### src/rtl/rf_write_arbiter.sv
// rf_write_arbiter
// Shares the single register-file write port between the writeback stage (WB),
// the jal link write (LNK) and the multiply/divide unit (MDU). At most one real
// write is granted per cycle and presented on a registered write port one clock
// later. Writes aimed at gr0 are acknowledged immediately and never reach the
// port. A per-register scoreboard tracks MDU destinations that are still
// outstanding so the hazard unit can stall dependent reads.
//
// Handshake: a requester transfers in any cycle where its valid and ready are
// both 1. Each ready is combinational from the current valids, the request
// destinations and starve_cnt. A requester keeps valid and its payload stable
// until it is granted. All readies are forced to 0 while RSTn is low.
module rf_write_arbiter #(
   parameter int STARVE_LIMIT = 4,
   parameter int NREG         = 32
) (
   input  logic            CLK,
   input  logic            RSTn,
   // writeback stage
   input  logic            wb_valid,
   input  logic [4:0]      wb_num,
   input  logic [31:0]     wb_data,
   output logic            wb_ready,
   // jal link write, always to gr31
   input  logic            lnk_valid,
   input  logic [31:0]     lnk_pc,
   output logic            lnk_ready,
   // multiply/divide unit
   input  logic            mdu_issue,
   input  logic [4:0]      mdu_issue_num,
   input  logic            mdu_valid,
   input  logic [4:0]      mdu_num,
   input  logic [31:0]     mdu_data,
   output logic            mdu_ready,
   // registered write port
   output logic            RegWriteW,
   output logic [4:0]      WriteRegW,
   output logic [31:0]     wr_data,
   // scoreboard and debug
   output logic [NREG-1:0] pending,
   output logic [2:0]      starve_cnt
);

   // Source that owns the write port this cycle; exposed internally so a
   // checker can bind to it.
   typedef enum logic [1:0] {
      SRC_NONE = 2'd0,
      SRC_WB   = 2'd1,
      SRC_LNK  = 2'd2,
      SRC_MDU  = 2'd3
   } src_e;

   localparam logic [4:0] LNK_REG    = 5'd31;
   localparam logic [4:0] ZERO_REG   = 5'd0;
   localparam logic [2:0] STARVE_MAX = 3'd7;
   localparam logic [2:0] STARVE_THR = 3'(STARVE_LIMIT);

   // state
   logic            regwrite_q,   regwrite_d;
   logic [4:0]      write_reg_q,  write_reg_d;
   logic [31:0]     wr_data_q,    wr_data_d;
   logic [NREG-1:0] pending_q,    pending_d;
   logic [2:0]      starve_cnt_q, starve_cnt_d;

   // request classification
   logic wb_real;    // WB wants the port
   logic wb_drop;    // WB targets gr0, acknowledged without a write
   logic mdu_real;   // MDU wants the port
   logic mdu_drop;   // MDU targets gr0, acknowledged without a write
   logic mdu_urgent; // MDU has lost often enough to jump the queue
   src_e winner;

   // grants before reset gating
   logic wb_gnt;
   logic lnk_gnt;
   logic mdu_gnt;

   // Classify the requests and pick the port owner: WB > LNK > MDU, except a
   // starved MDU request takes the port ahead of both.
   always_comb begin
      wb_real    = wb_valid && (wb_num != ZERO_REG);
      wb_drop    = wb_valid && (wb_num == ZERO_REG);
      mdu_real   = mdu_valid && (mdu_num != ZERO_REG);
      mdu_drop   = mdu_valid && (mdu_num == ZERO_REG);
      mdu_urgent = mdu_real && (starve_cnt_q >= STARVE_THR);
      winner     = SRC_NONE;
      if (mdu_urgent) begin
         winner = SRC_MDU;
      end else if (wb_real) begin
         winner = SRC_WB;
      end else if (lnk_valid) begin
         winner = SRC_LNK;
      end else if (mdu_real) begin
         winner = SRC_MDU;
      end
   end

   // Grants: the port winner plus any gr0 request, which never competes.
   always_comb begin
      wb_gnt  = wb_drop || (winner == SRC_WB);
      lnk_gnt = (winner == SRC_LNK);
      mdu_gnt = mdu_drop || (winner == SRC_MDU);
   end

   assign wb_ready  = RSTn && wb_gnt;
   assign lnk_ready = RSTn && lnk_gnt;
   assign mdu_ready = RSTn && mdu_gnt;

   // Next write-port contents: load the winner, otherwise drop the enable and
   // keep address/data as they were.
   always_comb begin
      regwrite_d  = 1'b0;
      write_reg_d = write_reg_q;
      wr_data_d   = wr_data_q;
      case (winner)
         SRC_WB: begin
            regwrite_d  = 1'b1;
            write_reg_d = wb_num;
            wr_data_d   = wb_data;
         end
         SRC_LNK: begin
            regwrite_d  = 1'b1;
            write_reg_d = LNK_REG;
            wr_data_d   = lnk_pc;
         end
         SRC_MDU: begin
            regwrite_d  = 1'b1;
            write_reg_d = mdu_num;
            wr_data_d   = mdu_data;
         end
         default: begin
            regwrite_d  = 1'b0;
         end
      endcase
   end

   // Starvation counter: counts consecutive cycles a real MDU request loses,
   // saturating; any MDU grant or an idle MDU clears it.
   always_comb begin
      starve_cnt_d = starve_cnt_q;
      if (!mdu_valid || mdu_gnt) begin
         starve_cnt_d = 3'd0;
      end else if (mdu_real && (starve_cnt_q != STARVE_MAX)) begin
         starve_cnt_d = starve_cnt_q + 3'd1;
      end
   end

   // Scoreboard: a granted MDU result retires its destination, a new issue
   // marks one outstanding. The issue is applied last so it wins a same-register
   // collision. gr0 is never outstanding.
   always_comb begin
      pending_d = pending_q;
      if (mdu_gnt && mdu_real) begin
         pending_d[mdu_num] = 1'b0;
      end
      if (mdu_issue && (mdu_issue_num != ZERO_REG)) begin
         pending_d[mdu_issue_num] = 1'b1;
      end
      pending_d[0] = 1'b0;
   end

   // State registers with asynchronous active-low reset.
   always_ff @(posedge CLK or negedge RSTn) begin
      if (!RSTn) begin
         regwrite_q   <= 1'b0;
         write_reg_q  <= 5'd0;
         wr_data_q    <= 32'd0;
         pending_q    <= '0;
         starve_cnt_q <= 3'd0;
      end else begin
         regwrite_q   <= regwrite_d;
         write_reg_q  <= write_reg_d;
         wr_data_q    <= wr_data_d;
         pending_q    <= pending_d;
         starve_cnt_q <= starve_cnt_d;
      end
   end

   assign RegWriteW  = regwrite_q;
   assign WriteRegW  = write_reg_q;
   assign wr_data    = wr_data_q;
   assign pending    = pending_q;
   assign starve_cnt = starve_cnt_q;

endmodule
### config.mk
export PLATFORM = sky130hd
export DESIGN_NAME = rf_write_arbiter
export DESIGN_NICKNAME = d
export VERILOG_FILES = /design/src/rtl/rf_write_arbiter.sv
export SDC_FILE = /design/constraint.sdc
export NUM_CORES = 1
export LEC_CHECK = 0
export CAP_MARGIN = 10
export CORE_MARGIN = 4
export CORE_UTILIZATION = 43
export CTS_CLUSTER_DIAMETER = 40
export CTS_CLUSTER_SIZE = 14
export DETAILED_ROUTE_END_ITERATION = 8
export PLACE_DENSITY_LB_ADDON = 0.1
export SKIP_LAST_GASP = 1
export SYNTH_ARGS = -nofsm -noshare
export SYNTH_HDL_FRONTEND = slang
export SYNTH_SLANG_ARGS = --single-unit
export TNS_END_PERCENT = 30
### constraint.sdc
create_clock -name CLK -period 1.9 [get_ports CLK]
set_clock_uncertainty 0.05 [all_clocks]
set_input_delay 0.285 -clock CLK [delete_from_list [all_inputs] [get_ports CLK]]
set_output_delay 0.285 -clock CLK [all_outputs]
set_load 0.05 [all_outputs]
=== Word level (Yosys, flattened, before mapping) ===
Cells that the tools add are included.

* Register bits after elaboration: 72
* Input port bits: 117
* Output and inout bits: 76
* Word-level logic and storage cells: 58

* Add/subtract/negate cells: 1
* Order comparisons: 5
* Eq/ne operators: 4
* Muxes and demuxes: 15
* Bitwise logic cells: 3
* Reductions and logical operators: 25

{| class="wikitable"
|+ Operators by type and width
! kind !! count
|-
| 32-bit case mux with 3 select lines || 1
|-
| 32-bit two-way mux || 2
|-
| 32-bit AND || 1
|-
| 32-bit inverter || 1
|-
| 32-bit bitwise OR || 1
|-
| 5-bit case mux with 3 select lines || 1
|-
| 5-bit nonzero test || 3
|-
| 1-bit logical AND || 13
|-
| 5-bit by 6-bit less-than comparator with 1-bit output (second input constant) || 2
|-
| 1-bit demux with 5-bit select || 2
|-
| 5-bit by 1-bit greater-or-equal comparator with 1-bit output (second input constant) || 2
|-
| 5-bit logical NOT || 2
|-
| 2-bit two-way mux || 4
|-
| 3-bit two-way mux || 2
|-
| 2-bit equality test (second input constant) || 2
|-
| 3-bit by 1-bit adder with 3-bit output (second input constant) || 1
|-
| 3-bit greater-or-equal comparator (second input constant) || 1
|-
| 1-bit logical OR || 3
|-
| 1-bit two-way mux || 3
|-
| 3-bit != test (second input constant) || 1
|-
| 3-bit nonzero test || 1
|-
| 3-bit OR reduction || 1
|-
| 2-bit by 1-bit equality test with 1-bit output (second input constant) || 1
|-
| 2-bit nonzero test || 1
|-
| 1-bit logical NOT || 1
|}

=== Logic depth before layout (Yosys ltp) ===
Gate-level depths: netlist (run 1).

* Word-level depth: 12
* Gate-level depth with buffers: 7
* Depth with buffers taken out: 4

=== Worst setup path after synthesis (run 1) ===
Ideal clock, no wire load.

* Kind: input to output
* From: input wb_num[3]
* To: output mdu_ready
* Data arrival time: 2.386 ns
* Data required time: 1.565 ns
* Slack: -0.821 ns
* Stages: 5
* Path buffers: 1
* Cell sequence: nor3_2 -> a21o_1 -> o21ai_1 -> buf_4 -> a21boi_0

* Longest elaborated chain between the ends: 7

{| class="wikitable"
|+ Ends and longest elaborated chain
! what !! RTL line !! source
|-
| from (decl) || 21 || <nowiki>input logic [4:0] wb_num,</nowiki>
|-
| 5-bit nonzero test || 81 || <nowiki>wb_real = wb_valid && (wb_num != ZERO_REG);</nowiki>
|-
| 1-bit logical AND || 81 ||
|-
| 2-bit two-way mux || 89 || <nowiki>end else if (wb_real) begin</nowiki>
|-
| 2-bit two-way mux || 87 || <nowiki>if (mdu_urgent) begin</nowiki>
|-
| 2-bit equality test || 102 || <nowiki>mdu_gnt = mdu_drop || (winner == SRC_MDU);</nowiki>
|-
| 1-bit logical OR || 102 ||
|-
| 1-bit logical AND || 107 || <nowiki>assign mdu_ready = RSTn && mdu_gnt;</nowiki>
|-
| to (decl) || 34 || <nowiki>output logic mdu_ready,</nowiki>
|}

Every way passes these cells.

=== Final worst setup path (run 1) ===
* From: register pending_q[28] (netlist: pending[28])
* To: output pending[28]

{| class="wikitable"
|+ RTL lines
! what !! RTL line !! source
|-
| from (decl) || 62 || <nowiki>logic [NREG-1:0] pending_q, pending_d;</nowiki>
|-
| from (signal assigned) || 174 || <nowiki>pending_q <= pending_d;</nowiki>
|-
| to (decl) || 40 || <nowiki>output logic [NREG-1:0] pending,</nowiki>
|}

No word-level cell between the ends.

==> results of run 1 <==
## power groups by stage
stage / logic [mW] / clock network (mW) / registers [mW]
5_1_grt: 2.74 / 1.16 / 1.99
4_1_cts: 2.62 / 1.08 / 1.96
3_5_place_dp: 2.61 / 0 / 1.98
6_report: 2.61 / 1.06 / 1.96
3_3_place_gp: 2.57 / 0 / 1.99
2_1_floorplan: 0.595 / 0 / 2.90
## metrics by stage
step | setup TNS, ns | setup WS, ns | instance area, µm² | utilization
3_3_place_gp | -12.76 | -0.210 | 6760 | 0.692
6_report | 0 | 0.0276 | 6980 | 0.715
5_1_grt | -0.173 | -0.0424 | 6980 | 0.715
2_1_floorplan | -0.0336 | -0.0235 | 4350 | -
3_5_place_dp | -14.59 | -0.253 | 6760 | 0.692
4_1_cts | -0.0404 | -0.0185 | 6960 | 0.712
## worst max-delay path by stage
stage               cells after the start                  start  slack, ns                      end
floorplan                               5              wb_num[3]      -0.02                mdu_ready
CTS                                     6               wb_valid      -0.02                mdu_ready
detailed placement                      6              wb_num[3]      -0.25  wr_data[11]$_DFFE_PN0P_
global placement                        6             mdu_num[3]      -0.21  wr_data[20]$_DFFE_PN0P_
finish                                  1  pending[28]$_DFF_PN0_       0.03              pending[28]
global route                            7              wb_num[0]      -0.04                mdu_ready
## flip-flops by register name (all words and copies together) (netlist names)
name and cells:
wr_data 32, pending 31, WriteRegW 5, starve_cnt 3, RegWriteW 1
## cells in the mapped netlist (2+ instances only)
cell and instances:
sky130_fd_sc_hd__a211oi_2 20, sky130_fd_sc_hd__a21boi_0 2, sky130_fd_sc_hd__a21oi_1 3, sky130_fd_sc_hd__a2bb2oi_1 12
sky130_fd_sc_hd__a31o_2 12, sky130_fd_sc_hd__and2_1 2, sky130_fd_sc_hd__buf_2 15, sky130_fd_sc_hd__buf_4 3
sky130_fd_sc_hd__buf_6 2, sky130_fd_sc_hd__clkbuf_1 26, sky130_fd_sc_hd__dfrtp_1 72, sky130_fd_sc_hd__ha_1 2
sky130_fd_sc_hd__mux2i_1 21, sky130_fd_sc_hd__nand2_1 35, sky130_fd_sc_hd__nand2b_1 23, sky130_fd_sc_hd__nand3_1 6
sky130_fd_sc_hd__nand3b_1 18, sky130_fd_sc_hd__nand4_1 12, sky130_fd_sc_hd__nor2_1 11, sky130_fd_sc_hd__nor3_1 44
sky130_fd_sc_hd__nor3b_1 2, sky130_fd_sc_hd__o211ai_1 12, sky130_fd_sc_hd__o21ai_0 16, sky130_fd_sc_hd__o221a_2 5
sky130_fd_sc_hd__o22ai_1 12, sky130_fd_sc_hd__o31ai_1 18, sky130_fd_sc_hd__o41ai_1 15, sky130_fd_sc_hd__or2_2 4
sky130_fd_sc_hd__or3_1 7, sky130_fd_sc_hd__or3b_2 3
## logic make-up after synthesis
group | Yosys count
other | 1
muxes | 21
xor gates and xnor gates | 1
and+or+nand+nor | 171
AOI/OAI and AO/OA | 132
buffers and inverters | 47
DFF | 72
adders and majority gates | 2
## per-layer routing
layer / wire length [µm] / GRT usage
met1: 6670 / 0.346
met2: 7450 / 0.433
met3: 1180 / 0.0669
met4: 336 / 0.0739
met5: 0 / 0
## layout make-up
cell class              count  area, µm²  share of cell area
flip-flops and latches     72       1800               0.258
clock buffers              10        128              0.0183
multi-input cells         328       2380               0.340
clock inverters             6       37.5             0.00537
well taps                 133        166              0.0238
repair buffers            250       2470               0.354
## repair_timing
item / CTS / global route
hold buffers: 1 / 0
pin swaps: 2 / 4
endpoints found under the setup margin: 5 / 22
gates resized for setup: 18 / 5
setup buffers: 2 / 1
endpoints found under the hold margin: 49 / 0
==> impl_metrics.csv, run 1 <==
group,metric,value,unit
outcome,run_status,"finished clean",
finish,mostFrequentLayoutCells,"sky130_fd_sc_hd__clkdlybuf4s50_1 (148), sky130_fd_sc_hd__dfrtp_1 (71), sky130_fd_sc_hd__buf_4 (70)",
power,power.density,806,nW/µm²
yosys,synth-compound-area-share,0.256,
sta,maxClockFrequency,0.534,GHz
power,power_frac_clock,0.189,
yosys,number_of_flops_mapped_to_enable_cells_by_yosys,0,
power,power.leakage,2.78,nW
sta,timing.final.hold_violations,0,
yosys,count_of_unique_library_cells_instantiated_by_yosys,42,
power,totalPowerFinal,5.63,mW
yosys,ys_seq_elements,72,
yosys,post_synth_fa_ha_maj_area_fraction,0.00581,
placed_design,gp_congestion,0.871,
finish,nNetsFinal,780,
setup_path,worst-path-buf-inv,1,
yosys,post-synth-top-area-fraction,0.418,
setup_path,cp_data_required_time,1.56,ns
route,routed_wire_length_per_instance,19.6,µm
floorplanning,num_io_pins,193,
power,power.internal,3.28,mW
finish,syn2layout_area_growth,62.0,%
yosys,synthFlopType,"sky130_fd_sc_hd__dfrtp_1",
floorplanning,width_of_the_die,108,µm
sta,report.final.slew_viol_count,0,
clock_tree,numCtsBuffers,9,
yosys,synthesis.nets,566,
yosys,async_reset_ff_frac,1.00,
clock_tree,cts_tree,"built",
clock_tree,clock_sinks,72,
yosys,synthDominantAreaCellType,"sky130_fd_sc_hd__dfrtp_1",
placed_design,cell_count_after_placement,779,
floorplanning,coreArea,9770,µm²
clock_tree,clk_path_buf_depth,2,
route,via_count,4606,
power,irDropWorstVdd,0.805,mV
yosys,synth_area,4310,µm²
setup_path,worstPathMaxFanout,2,
setup_path,crit_family,"buffers and inverters",
route,first_pass_iters,4,
yosys,synth_simple_gate_area_frac,0.217,
global_route,grt_start_max_net_pins,39,
global_route,antenna_violations_before_repair,0,
route,antenna_left,0,
setup_path,reg2reg_slack,0.38,ns
sta,fin_worst_hold_slack,0.251,ns
sta,worst_tran_pin_value,0.551,ns
route,initialDrtViolationCount,237,
setup_path,crit_chain,"clkdlybuf4s50_1",
setup_path,crit_path_start_kind,"flip-flop",
setup_path,critical_path_arrival,1.54,ns
finish,finish.cell_count_without_fillers,799,
sta,timing.final.crit_share,0.985,
min_path,holdCritPathClass,"input pin to async pin",
yosys,synth_seq_area_share,0.418,
yosys,synth_warnings,0,
power,switching_power,2.35,mW
finish,antenna_cells,0,
global_route,grt_pass1_vias,4691,
setup_path,timing.critical_path.to_type,"output port",
setup_path,worst_path_max_delay_cell,"sky130_fd_sc_hd__clkdlybuf4s50_1",
finish,n_fill_cell,766,
route,detail_route.vias_per_cell,5.76,
finish,final_layout_size_suffix_gt1_frac,0.240,
sta,layout_min_cycle_time,1.87,ns
yosys,synth_mux_area_frac,0.0488,
yosys,synthesis.area_per_instance,9.64,µm²
global_route,global_route.usage.total,0.263,
power,power_frac_seq,0.348,
flow_run,maxCapViolations,0,
global_route,first_pass_grt_wire_length,24300,µm
yosys,synth_top_family_by_area,"compound AO/OA/AOI/OAI gates",
global_route,grt_overflow_total,0,
power,power_switching_share,0.417,
sta,final_setup_viols,0,
yosys,yosys-top-cells-area,"sky130_fd_sc_hd__dfrtp_1 (42%), sky130_fd_sc_hd__a211oi_2 (5.8%), sky130_fd_sc_hd__nor3_1 (5.1%), sky130_fd_sc_hd__mux2i_1 (4.9%), sky130_fd_sc_hd__nand2b_1 (3.3%)",
floorplanning,dieHeight,108,µm
route,drc,0,
setup_path,crit_path_max_incr_delay,0.82,ns
setup_path,r2r-start,"starve_cnt[2]$_DFFE_PN0P_",
setup_path,criticalPathCategory,"flip-flop to output port",
floorplanning,overall_die_area,11700,µm²
power,combinationalPowerShare,0.463,
finish,most_common_library_cell_in_the_layout_ignoring_fill_and_taps,"sky130_fd_sc_hd__clkdlybuf4s50_1",
yosys,synth_cells,447,
placed_design,detailedPlacementHpwl,11700,µm
setup_path,crit-reg2reg-capture,"wr_data[28]$_DFFE_PN0P_",
placed_design,io_buffer_count,191,
clock_tree,cts_root_buf,"sky130_fd_sc_hd__clkbuf_8",
setup_path,timing.reg2reg.worst_path_depth,4,
sta,slew_headroom,0.632,
floorplanning,rows,36,
clock_tree,cts_htree_levels,3,
clock_tree,worst_skew_pair.late_latency,0.35,ns
route,drt-total-wl,15600,µm
yosys,post_synth_xor_area_fraction,0.00203,
clock_tree,clk_pin_slew,0.08,ns
sta,setup_repair_after_global_routing_missed_its_margin,"yes",
floorplanning,initial_utilization,0.441,
Note: power is estimated with default switching activity, not from simulation.
==> run 2: changes to the inputs <==
Settings changed: GPL_ROUTABILITY_DRIVEN set to 0.
==> run 2 against run 1 <==
Effect of this change:
- worst hold slack better by 0.21 ns
- flip-flop and latch count stayed put
- critical endpoint is now pending[29]
- register-to-register slack better by 0.05 ns
- critical path type unchanged
- global-route usage is 0.37 points lower
- largest power group unchanged
- final cell count is 0.13% lower
- routed wire length is 0.33% lower
- die area stayed put
==> impl_metrics.csv, run 2 (synthesis results as in run 1) <==
group,metric,value,unit
outcome,run_status,"finished clean",
floorplanning,width_of_the_die,108,µm
sta,fin_tns_setup,0,ns
route,drc,0,
setup_path,cp_data_required_time,1.56,ns
power,power.leakage,2.79,nW
setup_path,critical_path_arrival,1.56,ns
setup_path,timing.reg2reg.worst_path_depth,4,
floorplanning,num_io_pins,193,
clock_tree,clk_pin_slew,0.09,ns
placed_design,detailed_place.area,6710,µm²
route,antenna_left,0,
global_route,global_route.usage.total,0.260,
sta,final_setup_viols,0,
setup_path,crit_chain,"clkdlybuf4s50_1",
setup_path,timing.critical_path.to_type,"output port",
clock_tree,cts_tree,"built",
floorplanning,coreArea,9770,µm²
setup_path,crit-reg2reg-capture,"wr_data[16]$_DFFE_PN0P_",
sta,setup_repair_after_global_routing_missed_its_margin,"yes",
sta,timing.final.hold_violations,0,
route,drt-total-wl,15600,µm
setup_path,worst-path-buf-inv,1,
clock_tree,numCtsBuffers,9,
min_path,hold_depth,3,
global_route,grt_overflow_total,0,
finish,mostFrequentLayoutCells,"sky130_fd_sc_hd__clkdlybuf4s50_1 (147), sky130_fd_sc_hd__dfrtp_1 (71), sky130_fd_sc_hd__buf_4 (68)",
finish,final_layout_size_suffix_gt1_frac,0.238,
min_path,min_delay_worst_endpoint,"WriteRegW[0]$_DFFE_PN0P_",
min_path,hp-start,"wb_num[0]",
finish,post-route-cell-area,7030,µm²
route,initialDrtViolationCount,316,
sta,fin_worst_hold_slack,0.463,ns
route,via_count,4637,
setup_path,criticalPathCategory,"flip-flop to output port",
clock_tree,cts_htree_levels,3,
clock_tree,clock_sinks,72,
power,irDropWorstVdd,0.699,mV
route,routed_wire_length_per_instance,19.5,µm
placed_design,io_buffer_count,191,
setup_path,reg2reg_slack,0.43,ns
clock_tree,cts_root_buf,"sky130_fd_sc_hd__clkbuf_8",
setup_path,crit_path_max_incr_delay,0.82,ns
route,first_pass_iters,5,
finish,sequential_cell_area,1800,µm²
floorplanning,initial_utilization,0.441,
global_route,antenna_violations_before_repair,1,
setup_path,crit_path_start_kind,"flip-flop",
sta,report.final.slew_viol_count,0,
floorplanning,dieHeight,108,µm
min_path,holdCritPathClass,"input pin to flip-flop",
floorplanning,overall_die_area,11700,µm²
placed_design,detailedPlacementHpwl,11700,µm
global_route,grt_start_max_net_pins,39,
finish,multiInputGateArea,2390,µm²
setup_path,worst_path_max_delay_cell,"sky130_fd_sc_hd__clkdlybuf4s50_1",
finish,syn2layout_area_growth,63.0,%
global_route,first_pass_grt_wire_length,23900,µm
setup_path,crit_family,"buffers and inverters",
clock_tree,worst_skew_pair.late_latency,0.35,ns
clock_tree,clk_path_buf_depth,2,
finish,most_common_library_cell_in_the_layout_ignoring_fill_and_taps,"sky130_fd_sc_hd__clkdlybuf4s50_1",
route,detail_route.vias_per_cell,5.81,
setup_path,r2r-start,"starve_cnt[2]$_DFFE_PN0P_",
sta,worst_tran_pin_value,0.550,ns
sta,layout_min_cycle_time,1.90,ns
sta,maxClockFrequency,0.527,GHz
finish,n_fill_cell,745,
global_route,grt_pass1_vias,4671,
sta,slew_headroom,0.632,
finish,largest_register_ffs,32,
flow_run,maxCapViolations,0,
floorplanning,rows,36,
power,power.density,835,nW/µm²
sta,timing.final.crit_share,0.999,
finish,nNetsFinal,777,
setup_path,worstPathMaxFanout,2,
-- run 2: changes by cell type in the layout (fill, tap and decap cells not counted), sizes merged, moves of 2 or more --
cell    before  now
buf         85   81
clkinv       6    1
diode        0    2
inv          0    3
-- run 2: repair_timing --
item,CTS,global route
buffers inserted,3,0
hold endpoints to repair,72,0
cloned,1,0
pin swaps,6,1
resized for setup,20,6
hold buffers,1,0
setup endpoints to repair,8,23
-- run 2: how the worst max path moves through the flow --
stage,from,endpoint,slack [ns],depth (start not counted)
after floorplan,wb_num[3],mdu_ready,-0.02,5
after global placement,wb_num[3],pending[1]$_DFF_PN0_,-0.20,6
after detailed placement,wb_num[3],wr_data[17]$_DFFE_PN0P_,-0.26,6
after CTS,wb_num[3],lnk_ready,-0.01,6
after global routing,wb_num[3],lnk_ready,-0.04,6
final,pending[29]$_DFF_PN0_,pending[29],0.003,1
-- run 2: layer usage --
layer / global-route usage / routed length [µm] / part of all wire
met5: 0 / 0 / 0
met4: 0.106 / 371 / 0.024
met3: 0.0513 / 1210 / 0.077
met2: 0.420 / 7430 / 0.48
met1: 0.342 / 6580 / 0.42
-- run 2: layout make-up --
| cell class | instances | area share |
|---|---|---|
| repair buffers | 247 | 0.349 |
| well taps | 133 | 0.0237 |
| multi-input cells | 328 | 0.340 |
| clock buffers | 10 | 0.0196 |
| clock inverters | 6 | 0.0103 |
| flip-flops and latches | 72 | 0.257 |
| diodes | 2 | 0.000712 |
-- run 2: metrics by stage --
stage / worst slack, ns / util / cells / power [mW]
finish: 0.00264 / 0.719 / 798 / 5.87
global route: -0.0392 / 0.718 / 796 / 6.11
CTS: -0.0129 / 0.717 / 796 / 5.92
detailed placement: -0.265 / 0.686 / 775 / 4.58
global placement: -0.204 / 0.686 / 775 / 4.55
floorplan: -0.0235 / - / 447 / 3.49
-- run 2: worst min-delay path: cells and delay by family --
family	cells	cell delay [ns]
buffers and inverters	1	0.26
AOI/OAI and AO/OA	1	0.15
and+or+nand+nor	1	0.12
-- run 2: power breakdown --
part           switching, mW  internal, mW
clock                  0.644         0.659
sequential             0.173          1.80
combinational           1.59          1.01
==> run 3: changes to the inputs <==
Settings changed: RECOVER_POWER set to 50, SLEW_MARGIN set to 20.
==> run 3 against run 2 <==
Effect of this change:
- register-to-register slack is essentially flat
- cell area shrank 1.4%
- sequential power is essentially flat
- via count shrank 0.45%
- global-route usage is the same
- first-iteration DRC count grew 1.3%
- clock power is essentially flat
- worst hold slack gained 0.0012 ns
- final cell count is the same
- combinational power shrank 3%
==> impl_metrics.csv, run 3 (synthesis results as in run 1) <==
group,metric,value,unit
outcome,run_status,"finished clean",
clock_tree,cts_root_buf,"sky130_fd_sc_hd__clkbuf_8",
placed_design,io_buffer_count,191,
sta,worst_tran_pin_value,1.15,ns
route,drc,0,
setup_path,crit_path_max_incr_delay,0.82,ns
finish,mostFrequentLayoutCells,"sky130_fd_sc_hd__clkdlybuf4s50_1 (147), sky130_fd_sc_hd__dfrtp_1 (71), sky130_fd_sc_hd__nor3_1 (43)",
finish,post-route-cell-area,6930,µm²
sta,slew_headroom,0.231,
sta,layout_min_cycle_time,1.89,ns
sta,setup_slack,0.00733,ns
clock_tree,cts_htree_levels,3,
setup_path,crit_chain,"clkdlybuf4s50_1",
sta,setup_repair_after_global_routing_missed_its_margin,"yes",
flow_run,maxCapViolations,0,
route,first_pass_iters,5,
clock_tree,cts_tree,"built",
power,power_frac_clock,0.225,
route,top_layer_used,"met4",
setup_path,worst_path_max_delay_cell,"sky130_fd_sc_hd__clkdlybuf4s50_1",
power,power.internal,3.38,mW
sta,fin_tns_setup,0,ns
sta,timing.final.crit_share,0.996,
sta,fin_worst_hold_slack,0.464,ns
route,antenna_left,0,
finish,final_layout_size_suffix_gt1_frac,0.202,
setup_path,worstPathMaxFanout,2,
clock_tree,numCtsBuffers,9,
global_route,first_pass_grt_wire_length,23900,µm
setup_path,crit_family,"buffers and inverters",
power,totalPowerFinal,5.78,mW
setup_path,criticalPathCategory,"flip-flop to output port",
floorplanning,initial_utilization,0.441,
global_route,antenna_violations_before_repair,1,
sta,report.final.slew_viol_count,0,
route,wire_length_the_detailed_router_placed_on_met1,6630,µm
finish,finish.utilization,0.709,
finish,largest_register_ffs,32,
global_route,grt_start_max_net_pins,39,
finish,n_fill_cell,772,
route,routed_wire_length_per_instance,19.5,µm
route,initialDrtViolationCount,320,
finish,nNetsFinal,777,
setup_path,worst-path-buf-inv,1,
finish,finish.cell_count_without_fillers,798,
clock_tree,clk_path_buf_depth,2,
placed_design,cell_count_after_placement,775,
floorplanning,num_io_pins,193,
setup_path,timing.critical_path.to_type,"output port",
power,power_frac_seq,0.340,
global_route,grt_overflow_total,0,
power,power.density,834,nW/µm²
min_path,holdCritPathClass,"input pin to flip-flop",
finish,syn2layout_area_growth,60.8,%
clock_tree,clock_sinks,72,
power,combinationalPowerShare,0.435,
placed_design,detailedPlacementHpwl,11700,µm
power,irDropWorstVdd,0.639,mV
placed_design,detailed_place.area,6710,µm²
floorplanning,coreArea,9770,µm²
floorplanning,rows,36,
route,routed-wl-met3,1160,µm
setup_path,crit_path_start_kind,"flip-flop",
power,switching_power,2.40,mW
route,detail_route.vias_per_cell,5.78,
sta,final_setup_viols,0,
route,via_count,4616,
floorplanning,overall_die_area,11700,µm²
global_route,grt_pass1_vias,4671,
route,met2RoutedLength,7330,µm
finish,most_common_library_cell_in_the_layout_ignoring_fill_and_taps,"sky130_fd_sc_hd__clkdlybuf4s50_1",
clock_tree,clk_pin_slew,0.09,ns
sta,maxClockFrequency,0.528,GHz
floorplanning,width_of_the_die,108,µm
floorplanning,dieHeight,108,µm
global_route,global_route.usage.total,0.260,
setup_path,cp_data_required_time,1.56,ns
sta,timing.final.hold_violations,0,
setup_path,critical_path_arrival,1.56,ns
route,drt-total-wl,15500,µm
placed_design,preCtsSetupSlack,-0.265,ns
clock_tree,worst_skew_pair.late_latency,0.35,ns
power,power_switching_share,0.415,
power,power.leakage,2.70,nW
[run 3: area by class of cell]
type	count	area (µm²)	share of cell area
clock inverter	6	72.6	0.0105
tap	133	166	0.0240
antenna	2	5.00	0.000722
multi-input combinational	328	2390	0.345
timing repair buffer	247	2360	0.340
clock buffer	10	138	0.0199
sequential	72	1800	0.260
[run 3: repair_timing]
| action | 4_1_cts | 5_1_grt |
|---|---|---|
| gates resized for setup | 20 | 6 |
| pin swaps | 6 | 1 |
| gates cloned | 1 | 0 |
| endpoints found under the setup margin | 8 | 23 |
| hold buffers | 1 | 0 |
| buffers inserted | 3 | 0 |
| hold endpoints to repair | 72 | 0 |
[run 3: per-layer routing]
| layer | global-route usage | vias to the layer above |
|---|---|---|
| met4 | 0.106 | 0 |
| met1 | 0.342 | 2242 |
| li1 | - | 2133 |
| met5 | 0 | - |
| met3 | 0.0513 | 33 |
| met2 | 0.420 | 208 |
[run 3: worst reg2reg max path, delay by kind of cell (launching register included)]
kind	cells	cell delay, ns
buf+inv	1	0.31
simple gates	1	0.11
flops	1	0.46
compound gates	2	0.45
[run 3: power groups by stage]
stage | sequential, mW | clock, mW | combinational, mW
2_1_floorplan | 2.90 | 0 | 0.595
3_3_place_gp | 1.99 | 0 | 2.56
3_5_place_dp | 1.99 | 0 | 2.59
4_1_cts | 1.97 | 1.34 | 2.61
5_1_grt | 2.00 | 1.39 | 2.64
6_report | 1.96 | 1.30 | 2.52
[run 3: worst paths after layout]
kind	start	endpoint	slack [ns]	depth (start not counted)
worst min-delay path	wb_num[0]	WriteRegW[0]$_DFFE_PN0P_	0.46	3
worst max-delay path	pending[29]$_DFF_PN0_	pending[29]	0.007	1
worst max register to register	starve_cnt[2]$_DFFE_PN0P_	wr_data[16]$_DFFE_PN0P_	0.44	4
max in group asynchronous	RSTn	starve_cnt[2]$_DFFE_PN0P_	0.21	3
min in group asynchronous	RSTn	pending[12]$_DFF_PN0_	0.63	3
worst min register to register	pending[8]$_DFF_PN0_	pending[8]$_DFF_PN0_	0.47	2
